==> src/rtl/quad_step_decoder.sv <==
// Quadrature A/B front end: synchronises and glitch-filters both channels, then turns
// each filtered Gray-code step into an en pulse plus direction for the up/down counter.
module quad_step_decoder #(
    parameter int FILT_LEN = 3,
    parameter int ERR_W    = 8
) (
    input  logic             clk,
    input  logic             rst_n,
    input  logic             a_in,
    input  logic             b_in,
    output logic             en,
    output logic             up,
    output logic             err,
    output logic [ERR_W-1:0] err_cnt
);

    localparam int CW = $clog2(FILT_LEN + 1);
    localparam int IW = $clog2(FILT_LEN + 2);
    localparam logic [CW-1:0]    CNT_LAST  = CW'(FILT_LEN - 1);
    localparam logic [IW-1:0]    INIT_LAST = IW'(FILT_LEN + 1);
    localparam logic [ERR_W-1:0] ERR_MAX   = '1;

    typedef enum logic {ST_INIT, ST_TRACK} state_t;

    state_t           state_q, state_d;
    logic [IW-1:0]    init_cnt_q, init_cnt_d;
    logic [1:0]       sync_a_q, sync_a_d;
    logic [1:0]       sync_b_q, sync_b_d;
    logic [CW-1:0]    cnt_a_q, cnt_a_d;
    logic [CW-1:0]    cnt_b_q, cnt_b_d;
    logic [1:0]       filt_q, filt_d;   // {A,B}
    logic [1:0]       prev_q, prev_d;
    logic             en_q, en_d;
    logic             up_q, up_d;
    logic             err_q, err_d;
    logic [ERR_W-1:0] err_cnt_q, err_cnt_d;

    logic [1:0]  s2;
    logic [1:0]  step;
    logic [CW:0] res_a, res_b;

    // Returns {new filtered value, new counter} for one channel.
    function automatic logic [CW:0] filt_step(input logic s, input logic f, input logic [CW-1:0] c);
        logic [CW:0] r;
        if (s == f) begin
            r = {f, {CW{1'b0}}};
        end else if (c == CNT_LAST) begin
            r = {s, {CW{1'b0}}};
        end else begin
            r = {f, c + 1'b1};
        end
        return r;
    endfunction

    // Position along the forward sequence 00 -> 10 -> 11 -> 01.
    function automatic logic [1:0] gray_pos(input logic [1:0] ab);
        logic [1:0] p;
        case (ab)
            2'b00:   p = 2'd0;
            2'b10:   p = 2'd1;
            2'b11:   p = 2'd2;
            default: p = 2'd3;
        endcase
        return p;
    endfunction

    always_comb begin
        sync_a_d   = {sync_a_q[0], a_in};
        sync_b_d   = {sync_b_q[0], b_in};
        s2         = {sync_a_q[1], sync_b_q[1]};
        state_d    = state_q;
        init_cnt_d = init_cnt_q;
        filt_d     = filt_q;
        prev_d     = filt_q;
        cnt_a_d    = cnt_a_q;
        cnt_b_d    = cnt_b_q;
        en_d       = 1'b0;
        err_d      = 1'b0;
        up_d       = up_q;
        err_cnt_d  = err_cnt_q;
        // Modulo-4 distance: 1 forward, 3 reverse, 2 both bits flipped.
        step       = gray_pos(filt_q) - gray_pos(prev_q);
        res_a      = filt_step(s2[1], filt_q[1], cnt_a_q);
        res_b      = filt_step(s2[0], filt_q[0], cnt_b_q);

        case (state_q)
            ST_INIT: begin
                // Track the resting position directly so leaving INIT sees no step.
                filt_d     = s2;
                prev_d     = s2;
                cnt_a_d    = '0;
                cnt_b_d    = '0;
                init_cnt_d = init_cnt_q + 1'b1;
                if (init_cnt_q == INIT_LAST) begin
                    state_d    = ST_TRACK;
                    init_cnt_d = '0;
                end
            end
            default: begin
                filt_d  = {res_a[CW], res_b[CW]};
                cnt_a_d = res_a[CW-1:0];
                cnt_b_d = res_b[CW-1:0];
                case (step)
                    2'd1: begin
                        en_d = 1'b1;
                        up_d = 1'b1;
                    end
                    2'd3: begin
                        en_d = 1'b1;
                        up_d = 1'b0;
                    end
                    2'd2: begin
                        err_d = 1'b1;
                        if (err_cnt_q != ERR_MAX) begin
                            err_cnt_d = err_cnt_q + 1'b1;
                        end
                    end
                    default: ;
                endcase
            end
        endcase
    end

    always_ff @(posedge clk or negedge rst_n) begin
        if (!rst_n) begin
            state_q    <= ST_INIT;
            init_cnt_q <= '0;
            sync_a_q   <= '0;
            sync_b_q   <= '0;
            cnt_a_q    <= '0;
            cnt_b_q    <= '0;
            filt_q     <= '0;
            prev_q     <= '0;
            en_q       <= 1'b0;
            up_q       <= 1'b1;
            err_q      <= 1'b0;
            err_cnt_q  <= '0;
        end else begin
            state_q    <= state_d;
            init_cnt_q <= init_cnt_d;
            sync_a_q   <= sync_a_d;
            sync_b_q   <= sync_b_d;
            cnt_a_q    <= cnt_a_d;
            cnt_b_q    <= cnt_b_d;
            filt_q     <= filt_d;
            prev_q     <= prev_d;
            en_q       <= en_d;
            up_q       <= up_d;
            err_q      <= err_d;
            err_cnt_q  <= err_cnt_d;
        end
    end

    assign en      = en_q;
    assign up      = up_q;
    assign err     = err_q;
    assign err_cnt = err_cnt_q;

endmodule
==> config.mk <==
export PLATFORM = sky130hd
export DESIGN_NAME = quad_step_decoder
export DESIGN_NICKNAME = d
export VERILOG_FILES = /design/src/rtl/quad_step_decoder.sv
export SDC_FILE = /design/constraint.sdc
export NUM_CORES = 1
export LEC_CHECK = 0
export ABC_AREA = 1
export BUFFER_PORTS_ARGS = -buffer_cell sky130_fd_sc_hd__buf_2
export CAP_MARGIN = 20
export CORE_ASPECT_RATIO = 1.75
export CORE_MARGIN = 5
export CORE_UTILIZATION = 38
export DETAILED_ROUTE_END_ITERATION = 16
export HOLD_SLACK_MARGIN = 0.06
export PLACE_DENSITY = 0.58
export SETUP_SLACK_MARGIN = 0.1
export SYNTH_ARGS = -nofsm -noshare
export SYNTH_HDL_FRONTEND = slang
export SYNTH_SLANG_ARGS = --single-unit
==> constraint.sdc <==
create_clock -name clk -period 1.8 [get_ports clk]
set_clock_uncertainty 0.05 [all_clocks]
set_input_delay 0.36 -clock clk [delete_from_list [all_inputs] [get_ports clk]]
set_output_delay 0.36 -clock clk [all_outputs]
set_load 0.02 [all_outputs]
==> reports/metrics.cfg <==
[final_layout]
n_antenna_cell = 0
fillCellCount = 356
sequential_cell_area_in_the_final_layout_sq_um = 676.9
final_nets = 193
proportion_of_layout_cells_with_a_drive_suffix_above_1 = 0.2056
final_cell_mix = 52 x sky130_fd_sc_hd__nand2_1, 26 x sky130_fd_sc_hd__dfrtp_1, 21 x sky130_fd_sc_hd__inv_1
multi_input_area_sq_um = 624.3
syn2layout_area_growth_pct = 18.11
final_core_util = 0.4705
layout.cells.most_common = sky130_fd_sc_hd__nand2_1

[grt]
antenna_found_initial = 0
grt_pass1_wl_mm = 4.629
grt_max_degree = 28
globalRoute.totalOverflow = 0
number_of_global_route_vias_before_repair = 1105
grt_usage = 0.1310

[sta]
period_minus_ws_final_ns = 1.602
fmax_ghz = 0.6241
rsz0062_at_grt = yes
final-max-slew-violation-count = 0
fin_tns_setup_ns = 0
max_slew.worst_pin.slew_ns = 0.6006
hold_viol = 0
finalCritPeriodShare = 0.8902
slew_headroom = 0.5996
setup_violations = 0

[clock_network]
cts_made_buffers = 3
clk_root_buffer_cell = sky130_fd_sc_hd__clkbuf_8
cts.htree.levels = 1
cts-root-to-sink-buffers = 2
clock_latency_on_the_worst_skew_pair_ns = 0.27
cts_num_sinks = 27
clkTransAtPathRegs_ns = 0.09
tritoncts_clock_tree = done

[worst_setup_path]
crit_path_start_kind = register
worstPathRequired_ns = 1.97
critical-path-slowest-cell = sky130_fd_sc_hd__dfrtp_1
critical_path_at_ns = 1.77
worstSetupEndpointType = register
path_max_fanout = 4
crit_path_max_incr_delay_ns = 0.39
critPathBufInv = 2
path_class = reg2reg
cell_breakdown_of_the_critical_path = ha_1, inv_1, ha_4, nand2_2, inv_4, nand3_2, nor2_4, nand2_1, nand2_1
cell_family_with_most_cp_delay = adder cells
critical-path-top-cell-by-count = sky130_fd_sc_hd__nand2_1
worstSetupStartpoint = prev_q[0]
reg2reg_from = prev_q[0]

[floorplanning]
chipHeight_microns = 88.96
core_area_sq_um = 3398
floorplan.die_area_sq_um = 4903
dieWidth_microns = 55.12
floorplan.io_pins = 15
core.rowCount = 28
starting_utilization_of_the_core_area = 0.3984

[power]
leakage_uw = 0.0008530
ir_worst_vdd_mv = 0.7748
power.density_cell_area_nw_per_um2 = 1870

[routing]
detail_route.wirelength_mm = 2.544
drc_errors = 0
antenna_violating_nets_post_route = 0
total_number_of_vias = 1071
drt_iter0_markers = 21
wl_met3_microns = 100
drt_pass1_iterations = 4
route.detailed.vias_per_inst = 4.760
dr_wl_met2_mm = 1.457
drt-met1-wl_microns = 935
route.detailed.wl_per_inst_microns = 11.31
highest-signal-layer = met4

[placed_design]
post-dp-hpwl_mm = 1.873
globalplace.congestion = 0.7119
io_buffer_count = 14

[synthesis]
share_of_synthesized_cell_area_in_full_adder_half_adder_and_majority_cells = 0.07394
synthArstFlopShare = 1.000
main_combinational_cell_family_by_area_after_synthesis = simple AND/OR/NAND/NOR gates
number_of_enable_flip_flop_cells_after_synthesis = 0
ys_warn_count = 0
synthesis.area_sq_um = 1354
number_of_cells_produced_by_synthesis = 159
synth.distinct_cells = 24
synth_simple_gate_area_frac = 0.2782
ys_ff_latch = 27
seq_area_frac_synth = 0.5000
syn-mean-instance-area_sq_um = 8.514
synth.mux.area_fraction = 0
ys.flop_type = sky130_fd_sc_hd__dfrtp_1
synthesis.nets = 171
synth-compound-area-share = 0.04529
synth_xor_area_frac = 0.03235

[status]
result_of_the_run = finished, final reports clean

[job]
cap_viol_max_count = 0

[hold_path]
holdCritStartpoint = b_in
hold_class = in2reg

[cells by family after synthesis]
group	count (synthesis)
compound gates	12
simple gates	82
buf+inv	25
fa+ha+maj	8
flops	27
xor+xnor	5
[worst paths after layout]
kind	end	slack [ns]	cells past startpoint
worst min-delay path	sync_b_q[0]	0.13	1
min in group asynchronous	cnt_b_q[1]	0.57	2
worst min register to register	sync_b_q[1]	0.31	0
max in group asynchronous	filt_q[1]	0.73	2
worst max-delay path	err_cnt[3]	0.20	9
worst max register to register	err_cnt[3]	0.20	9
[power breakdown]
group | switching, uW | leakage, uW | total [uW] | internal [uW]
clock | 192 | 0.0000255 | 347 | 155
combinational | 1050 | 0.000493 | 1710 | 666
sequential | 127 | 0.000335 | 931 | 804
[cells in the mapped netlist, drive strengths merged (2+ instances only)]
library cell / n / area, sq um
nand4: 3 / 18.77
inv: 24 / 90.09
nor2: 11 / 56.30
nand3: 6 / 42.54
xnor2: 2 / 17.52
ha: 8 / 100.1
nor3b: 2 / 15.01
nand2: 56 / 220.2
o21ai: 10 / 50.04
xor2: 3 / 26.28
nor3: 2 / 10.01
dfrtp: 26 / 650.6
[what timing repair did]
| action | CTS | global route |
|---|---|---|
| endpoints found under the hold margin | 26 | 0 |
| gates resized for setup | 4 | 4 |
| setup buffers | 1 | 0 |
| setup endpoints to repair | 4 | 8 |
| cloned | 0 | 0 |
| pin swaps | 3 | 1 |
| hold buffers | 1 | 0 |
[registers in the layout, indices dropped and copies added, names as in the netlist]
name,flops
en,1
state_q,1
filt_q,2
err,1
up,1
prev_q,2
sync_a_q,2
err_cnt,8
sync_b_q,2
cnt_b_q,2
init_cnt_q,3
cnt_a_q,2
[routing by layer]
layer	track usage	vias to the layer above
met2	0.2381	22
met3	0.01836	6
li1	-	535
met1	0.1355	508
met5	0	-
met4	0.07522	0
[cell type report]
cell class	instances	area share
clock buffer	3	0.02582
timing repair buffer	18	0.06416
multi-input combinational	107	0.3905
sequential	27	0.4233
tap	45	0.03521
inverter	24	0.05790
clock inverter	1	0.003130
[stage by stage]
step / cells / setup WS (ns) / cell area, sq um / total power, uW / hold slack, ns
after CTS: 225 / 0.1077 / 1584 / 2941 / 0.1185
after global placement: 219 / 0.05792 / 1490 / 2329 / 0.2838
after floorplan: 159 / 0.1573 / 1354 / 1989 / 0.01441
after detailed placement: 219 / 0.009929 / 1490 / 2379 / 0.2905
final: 225 / 0.1976 / 1599 / 2991 / 0.1317
after global routing: 225 / 0.08573 / 1599 / 3276 / 0.1289
[worst register-to-register path, stage by stage, from the launching register on]
cell	delay, ns
sky130_fd_sc_hd__dfrtp_1	0.39
sky130_fd_sc_hd__ha_1	0.27
sky130_fd_sc_hd__inv_1	0.06
sky130_fd_sc_hd__ha_4	0.27
sky130_fd_sc_hd__nand2_2	0.07
sky130_fd_sc_hd__inv_4	0.10
sky130_fd_sc_hd__nand3_2	0.09
sky130_fd_sc_hd__nor2_4	0.12
sky130_fd_sc_hd__nand2_1	0.06
sky130_fd_sc_hd__nand2_1	0.06
Power figures use the tool's default switching activity.
